[src/rtl/samcoupe_midi.sv]
// samcoupe_midi: 31250-baud 8N1 MIDI engine for SAM Coupe port 253.
// Double-buffered TX with a timed out-interrupt, and RX with a holding register and error flags.
module samcoupe_midi #(
  parameter int BIT_TICKS = 32,
  parameter int INT_TICKS = 16
) (
  input  logic       clk_sys,
  input  logic       rst_n,
  input  logic       ce,
  input  logic       wr,
  input  logic       rd,
  input  logic [7:0] din,
  output logic [7:0] dout,
  input  logic       rxd,
  output logic       txd,
  output logic       tx_ready,
  output logic       int_tx,
  output logic       rx_full,
  output logic       frame_err,
  output logic       overrun
);
  localparam int CW = $clog2(BIT_TICKS);
  localparam int IW = $clog2(INT_TICKS);
  localparam logic [CW-1:0] BIT_END = CW'(BIT_TICKS - 1);
  localparam logic [CW-1:0] HALF_END = CW'(BIT_TICKS / 2 - 1);
  localparam logic [IW-1:0] INT_END = IW'(INT_TICKS - 1);

  typedef enum logic [1:0] {TX_IDLE, TX_START, TX_DATA, TX_STOP} tx_state_t;
  typedef enum logic [2:0] {RX_IDLE, RX_START, RX_DATA, RX_STOP, RX_GUARD} rx_state_t;

  tx_state_t tx_state, tx_state_n;
  logic [CW-1:0] tx_cnt, tx_cnt_n;
  logic [2:0] tx_bit, tx_bit_n;
  logic [7:0] tx_hold, tx_sh, tx_sh_n;
  logic tx_full, tx_load, tx_stop_end;
  logic [IW-1:0] int_cnt;

  rx_state_t rx_state, rx_state_n;
  logic [CW-1:0] rx_cnt, rx_cnt_n;
  logic [2:0] rx_bit, rx_bit_n;
  logic [7:0] rx_sh, rx_sh_n, rx_data;
  logic rx_s1, rx_s2, rx_last, rx_done;

  assign tx_ready = ~tx_full;
  assign dout = rx_data;
  assign txd = tx_state == TX_START ? 1'b0 : tx_state == TX_DATA ? tx_sh[0] : 1'b1;

  always_comb begin
    tx_state_n = tx_state;
    tx_cnt_n = tx_cnt;
    tx_bit_n = tx_bit;
    tx_sh_n = tx_sh;
    tx_load = 1'b0;
    tx_stop_end = 1'b0;
    if (ce) begin
      tx_cnt_n = tx_cnt == BIT_END ? '0 : tx_cnt + 1'b1;
      case (tx_state)
        TX_IDLE: begin
          tx_cnt_n = '0;
          tx_load = tx_full;
        end
        TX_START: if (tx_cnt == BIT_END) tx_state_n = TX_DATA;
        TX_DATA: if (tx_cnt == BIT_END) begin
          tx_sh_n = tx_sh >> 1;
          tx_bit_n = tx_bit + 1'b1;
          tx_state_n = tx_bit == 3'd7 ? TX_STOP : TX_DATA;
        end
        default: if (tx_cnt == BIT_END) begin
          tx_stop_end = 1'b1;
          tx_load = tx_full;
          tx_state_n = TX_IDLE;
        end
      endcase
      // a full holding register starts the next frame without an idle gap
      if (tx_load) begin
        tx_sh_n = tx_hold;
        tx_bit_n = 3'd0;
        tx_state_n = TX_START;
      end
    end
  end

  always_ff @(posedge clk_sys or negedge rst_n)
    if (!rst_n) begin
      tx_state <= TX_IDLE;
      tx_cnt <= '0;
      tx_bit <= '0;
      tx_sh <= '0;
      tx_hold <= '0;
      tx_full <= 1'b0;
      int_tx <= 1'b0;
      int_cnt <= '0;
    end else begin
      tx_state <= tx_state_n;
      tx_cnt <= tx_cnt_n;
      tx_bit <= tx_bit_n;
      tx_sh <= tx_sh_n;
      if (wr && !tx_full) begin
        tx_hold <= din;
        tx_full <= 1'b1;
      end else if (tx_load) tx_full <= 1'b0;
      if (tx_stop_end) begin
        int_tx <= 1'b1;
        int_cnt <= '0;
      end else if (ce && int_tx) begin
        int_cnt <= int_cnt == INT_END ? '0 : int_cnt + 1'b1;
        if (int_cnt == INT_END) int_tx <= 1'b0;
      end
    end

  always_comb begin
    rx_state_n = rx_state;
    rx_cnt_n = rx_cnt;
    rx_bit_n = rx_bit;
    rx_sh_n = rx_sh;
    rx_done = 1'b0;
    if (ce) begin
      rx_cnt_n = rx_cnt == BIT_END ? '0 : rx_cnt + 1'b1;
      case (rx_state)
        RX_IDLE: begin
          rx_cnt_n = '0;
          if (rx_last && !rx_s2) rx_state_n = RX_START;
        end
        RX_START: if (rx_cnt == HALF_END) begin
          rx_cnt_n = '0;
          rx_bit_n = 3'd0;
          rx_state_n = rx_s2 ? RX_IDLE : RX_DATA;
        end
        RX_DATA: if (rx_cnt == BIT_END) begin
          rx_sh_n = {rx_s2, rx_sh[7:1]};
          rx_bit_n = rx_bit + 1'b1;
          rx_state_n = rx_bit == 3'd7 ? RX_STOP : RX_DATA;
        end
        RX_STOP: if (rx_cnt == BIT_END) begin
          rx_done = 1'b1;
          rx_state_n = rx_s2 ? RX_IDLE : RX_GUARD;
        end
        default: begin
          rx_cnt_n = '0;
          if (rx_s2) rx_state_n = RX_IDLE;
        end
      endcase
    end
  end

  always_ff @(posedge clk_sys or negedge rst_n)
    if (!rst_n) begin
      rx_s1 <= 1'b1;
      rx_s2 <= 1'b1;
      rx_last <= 1'b0;
      rx_state <= RX_IDLE;
      rx_cnt <= '0;
      rx_bit <= '0;
      rx_sh <= '0;
      rx_data <= '0;
      rx_full <= 1'b0;
      frame_err <= 1'b0;
      overrun <= 1'b0;
    end else begin
      rx_s1 <= rxd;
      rx_s2 <= rx_s1;
      if (ce) rx_last <= rx_s2;
      rx_state <= rx_state_n;
      rx_cnt <= rx_cnt_n;
      rx_bit <= rx_bit_n;
      rx_sh <= rx_sh_n;
      // a byte landing alongside rd counts as fresh, not as an overrun
      if (rx_done) begin
        rx_data <= rx_sh;
        rx_full <= 1'b1;
        frame_err <= ~rx_s2;
        overrun <= ~rd & (overrun | rx_full);
      end else if (rd) begin
        rx_full <= 1'b0;
        overrun <= 1'b0;
      end
    end
endmodule
[config.mk]
export PLATFORM = sky130hd
export DESIGN_NAME = samcoupe_midi
export DESIGN_NICKNAME = d
export VERILOG_FILES = /design/src/rtl/samcoupe_midi.sv
export SDC_FILE = /design/constraint.sdc
export NUM_CORES = 1
export LEC_CHECK = 0
export BUFFER_PORTS_ARGS = -buffer_cell sky130_fd_sc_hd__buf_2
export CAP_MARGIN = 25
export CORE_ASPECT_RATIO = 1.2
export CORE_UTILIZATION = 55
export CTS_CLUSTER_DIAMETER = 150
export DETAILED_ROUTE_END_ITERATION = 6
export MAX_ROUTING_LAYER = met4
export PLACE_DENSITY = 0.71
export SYNTH_ARGS = -nofsm -noshare
export SYNTH_HDL_FRONTEND = slang
export SYNTH_SLANG_ARGS = --single-unit
[constraint.sdc]
create_clock -name clk_sys -period 3.1 [get_ports clk_sys]
set_clock_uncertainty 0.2 [all_clocks]
set_input_delay 0.31 -clock clk_sys [delete_from_list [all_inputs] [get_ports clk_sys]]
set_output_delay 0.31 -clock clk_sys [all_outputs]
set_load 0.01 [all_outputs]
Word level (Yosys, flattened, before mapping)

Index checks and enable logic that the tools add are counted.

Bitwise gates (word level): 5
$add $sub $neg: 5
Reductions and logical operators: 24
Multiplexer cells: 52
Equal/unequal tests: 16

Operators with widths:

| operator                                                               | number |
|---|---|
| 3-bit 2-to-1 mux                                                       | 11 |
| 8-bit 2-to-1 mux                                                       | 3 |
| 1-bit 2-to-1 mux                                                       | 21 |
| 5-bit 2-to-1 mux                                                       | 4 |
| 2-bit nonzero test                                                     | 7 |
| 4-bit 2-to-1 mux                                                       | 3 |
| 3-bit case mux with 4 select lines                                     | 1 |
| 5-bit by 1-bit adder with 5-bit output (second input constant)         | 2 |
| 5-bit equality test (second input constant)                            | 2 |
| 2-bit 2-to-1 mux                                                       | 5 |
| 2-bit inequality test (second input constant)                          | 5 |
| 5-bit case mux with 2 select lines                                     | 1 |
| 3-bit AND reduction                                                    | 3 |
| 3-bit by 1-bit adder with 3-bit output (second input constant)         | 2 |
| 3-bit by 2-bit equality test with 1-bit output (second input constant) | 2 |
| 3-bit equality test (second input constant)                            | 2 |
| 2-bit case mux with 3 select lines                                     | 1 |
| 3-bit case mux with 2 select lines                                     | 1 |
| 6-bit AND reduction                                                    | 1 |
| 5-bit by 4-bit equality test with 1-bit output (second input constant) | 1 |
| 5-bit nonzero test                                                     | 1 |
| 4-bit by 1-bit adder with 4-bit output (second input constant)         | 1 |
| 4-bit equality test (second input constant)                            | 1 |
| 4-bit AND reduction                                                    | 1 |
| 14 further kinds                                                       | 20 |

Word-level logic and storage cells: 121
Input bits: 14
Register bits after elaboration: 65

Depth between registers and ports, before layout

Word-level depth: 7
Mapped depth: 8

Worst setup path after synthesis

No wires, ideal clock.

Kind: register to register
Start point: register tx_cnt[0]
End point: register tx_sh[0]
Slack: 0.961 ns
Period minus slack after synthesis: 2.139 ns
Path buffers: 1
Arrival time: 1.816 ns
Cell stages (with the launch flop): 9
Cells stage by stage: dfrtp_1 > ha_1 > and3_1 > ha_1 > mux2i_1 > nor2_2 > o21a_1 > buf_6 > o221a_2

Cells in the longest elaborated chain, start to end: 6
Elaborated cells between the ends (all ways): 8

Ends and longest elaborated chain:

| element                              | line   | text |
|---|---|---|
| from (decl)                          | 32     | `logic [CW-1:0] tx_cnt, tx_cnt_n;` |
| from (signal assigned)               | 95     | `tx_cnt <= tx_cnt_n;` |
| 5-bit equality test (*)              | 63, 68 |  |
| 1-bit 2-to-1 mux                     | 68     | `default: if (tx_cnt == BIT_END) begin` |
| 1-bit case mux with 2 select lines   | 57     | `case (tx_state)` |
| 1-bit 2-to-1 mux                     | 55     | `if (ce) begin` |
| 2-bit nonzero test (no source line)  | n/a    |  |
| 3-bit AND reduction (no source line) | n/a    |  |
| to (signal assigned)                 | 97     | `tx_sh <= tx_sh_n;` |
| to (decl)                            | 34     | `logic [7:0] tx_hold, tx_sh, tx_sh_n;` |

Every way passes the cells marked *; elsewhere a longest branch is shown, timed or not. The select of a mux whose other input is x is not followed.
A chain may end at the register's enable or synchronous reset.

Final worst setup path

Start point: register tx_cnt[0]
End point: register tx_sh[3]

Same word-level chain as after synthesis.

==> impl_metrics.toml <==
[outcome]
status = "finished clean"

[cells_and_area]
n_antenna_cell = 0
nNetsFinal = 329
drive_above_1_share = 0.271
area_delta_synth_final_pct = 15.8

[route]
drc = 0
drtIter0Drc = 73
wl_met3_um = 137
routed_wl_mm = 5.15
drt-met1-wl_mm = 2.53
viasPerCell = 5.52
dr.max_layer_used = "met4"
routedWlPerCell_um = 14.1
first_pass_iters = 4
wl_met2_mm = 2.40
detail-route-antenna-nets = 0
vias = 2016

[logic_synthesis]
yosys_warnings = 0
synth-compound-area-share = 0.123
synthCells = 257
yosysMostFrequentCell = "dfrtp_1"
syn-cell-area_mm2 = 0.00302
ys.flop_type = "dfrtp_1"
synthTopCellsByCount = "dfrtp_1, mux2_2, inv_1, o21ai_0, ha_1"
synthXorXnorAreaFrac = 0.00871
synth_mux_area_frac = 0.111
ys_seq_elements = 65
synth.top_cell.area_share = 0.523
ys_seq_area_frac = 0.540
synthAdderAreaFrac = 0.0705
avgSynthCellArea_um2 = 11.7
postSynth.asyncResetShare = 1.00
yosysTopAreaCell = "dfrtp_1"
ys_top_cells_by_area = "dfrtp_1, mux2_2, ha_1"
yosys.area_share.simple = 0.103
synth_fp_nets = 288
synth_edf_count = 0
synth_top_family_by_area = "compound AO/OA/AOI/OAI gates"
synth_cell_types = 42

[pwr]
peakVddDrop_mv = 0.514
fin_total_pwr_uw = 2510
leakagePower_uw = 0.00168
p_per_area_mw_per_mm2 = 718

[placed_design]
place_hpwl_mm = 3.38
place.gp.congestion = 0.762
portBuffers = 27

[die]
fp.dieArea_mm2 = 0.00578
std_cell_rows = 29
die_h_um = 83.1
ios = 28
start_util = 0.569
die_w_um = 69.6
core_area_mm2 = 0.00530

[clocking]
hold_buffers = 12
insertion_delay_ns = 0.34
cts_buffers = 9
post_cts_resized = 0
cts_tree = "done"
post_cts_buffers = 0
cts.sinks = 65
h-tree-depth = 3
path_clk_slew_ns = 0.07
root_buffer = "clkbuf_8"
clock_path_buffers = 2

[sta]
tns_ns = 0
period_share = 0.754
finalHoldViolCount = 0
slew_violations = 0
finalSetupViolCount = 0
period_minus_slack_ns = 2.34
max_freq_ghz = 0.428
slew_headroom = 0.468
worst_pin_slew_ns = 0.799
rsz0062_at_grt = "false"

[grt]
grt-ovfl-total = 0
grt_pass1_wl_mm = 8.96
grt_pass1_vias = 1999
antenna_found_initial = 0
grt_max_degree = 66
grt_usage = 0.204

[critical_path]
path_max_fanout = 11
endpoint_kind = "register"
cp-startpoint = "tx_cnt[0]"
ff2ff_path_depth = 7
arrival_ns = 2.36
crit_required_ns = 3.13
path_class = "reg -> reg"
reg2reg_from = "tx_cnt[0]"
startpoint_type = "register"

[worst_hold_path]
hold_path_depth = 0
min_path_type = "reg -> reg"
hp-start = "rx_s1"

[flow_run]
maxCapViolations = 0
## metal layers
metal  track usage  vias up
met2         0.305       29
met1         0.263      978
met5             -        -
li1              -     1001
met3        0.0449        8
met4         0.106        0
## flip-flops by register name (all words and copies together) (netlist names)
| register | cells |
|---|---|
| tx_hold | 8 |
| rx_s1 | 1 |
| dout | 8 |
| rx_bit | 3 |
| rx_last | 1 |
| rx_full | 1 |
| int_tx | 1 |
| int_cnt | 4 |
| rx_s2 | 1 |
| tx_state | 2 |
| tx_full | 1 |
| frame_err | 1 |
| overrun | 1 |
| rx_cnt | 5 |
| tx_cnt | 5 |
| rx_sh | 8 |
| rx_state | 3 |
| tx_bit | 3 |
| tx_sh | 8 |
## cell families after synthesis
group / after synthesis
flops: 65
simple gates: 61
compound gates: 52
mux: 30
buf+inv: 29
fa+ha+maj: 17
xor+xnor: 3
## final cells by class
| class | instances | area (µm²) |
|---|---|---|
| Fill cell | 418 | 1810 |
| Sequential cell | 65 | 1630 |
| Multi-Input combinational cell | 163 | 1250 |
| Timing Repair Buffer | 40 | 263 |
| Clock buffer | 9 | 124 |
| Tap cell | 62 | 77.6 |
| Clock inverter | 7 | 71.3 |
| Inverter | 19 | 71.3 |
## stage by stage
step	hold WS [ns]	utilization	setup slack, ns	instance area [µm²]	cells
after floorplan	-0.186	-	0.961	3020	257
after global placement	0.147	0.599	0.822	3180	337
after detailed placement	0.147	0.599	0.769	3180	337
after CTS	0.157	0.659	0.743	3490	365
after global routing	0.160	0.659	0.611	3490	365
final	0.157	0.659	0.762	3490	365
## worst paths after layout
check	slack, ns	endpoint
max	0.76	tx_sh[3]
min	0.16	rx_s2
max reg2reg	0.76	tx_sh[3]
min reg2reg	0.16	rx_s2
max in group asynchronous	1.71	tx_hold[4]
min in group asynchronous	0.48	int_cnt[1]
## power by group
group,internal (µW),leakage [µW],switching [µW]
Clock,369,0.0000912,333
Sequential,1070,0.000823,147
Combinational,303,0.000763,287
## cell usage in the layout (no fill, tap or decap), types with 6 or more instances in the layout
cell type / synthesis / layout
a21oi_1: 6 / 6
buf_2: 6 / 27
clkbuf_8: 0 / 9
dfrtp_1: 63 / 63
dlygate4sd3_1: 0 / 12
ha_1: 17 / 17
inv_1: 19 / 19
mux2_2: 27 / 27
nand2_1: 15 / 15
nand3_1: 11 / 11
nor2_1: 9 / 9
o21ai_0: 19 / 19
## critical path, stage by stage (launching register included)
cell and delay (ns):
dfrtp_1 0.40, ha_1 0.23, and3_1 0.21, ha_1 0.21
mux2i_1 0.23, nor2_2 0.10, o21a_1 0.33, o221a_2 0.31
No activity file was read; power rests on OpenSTA's default activity.
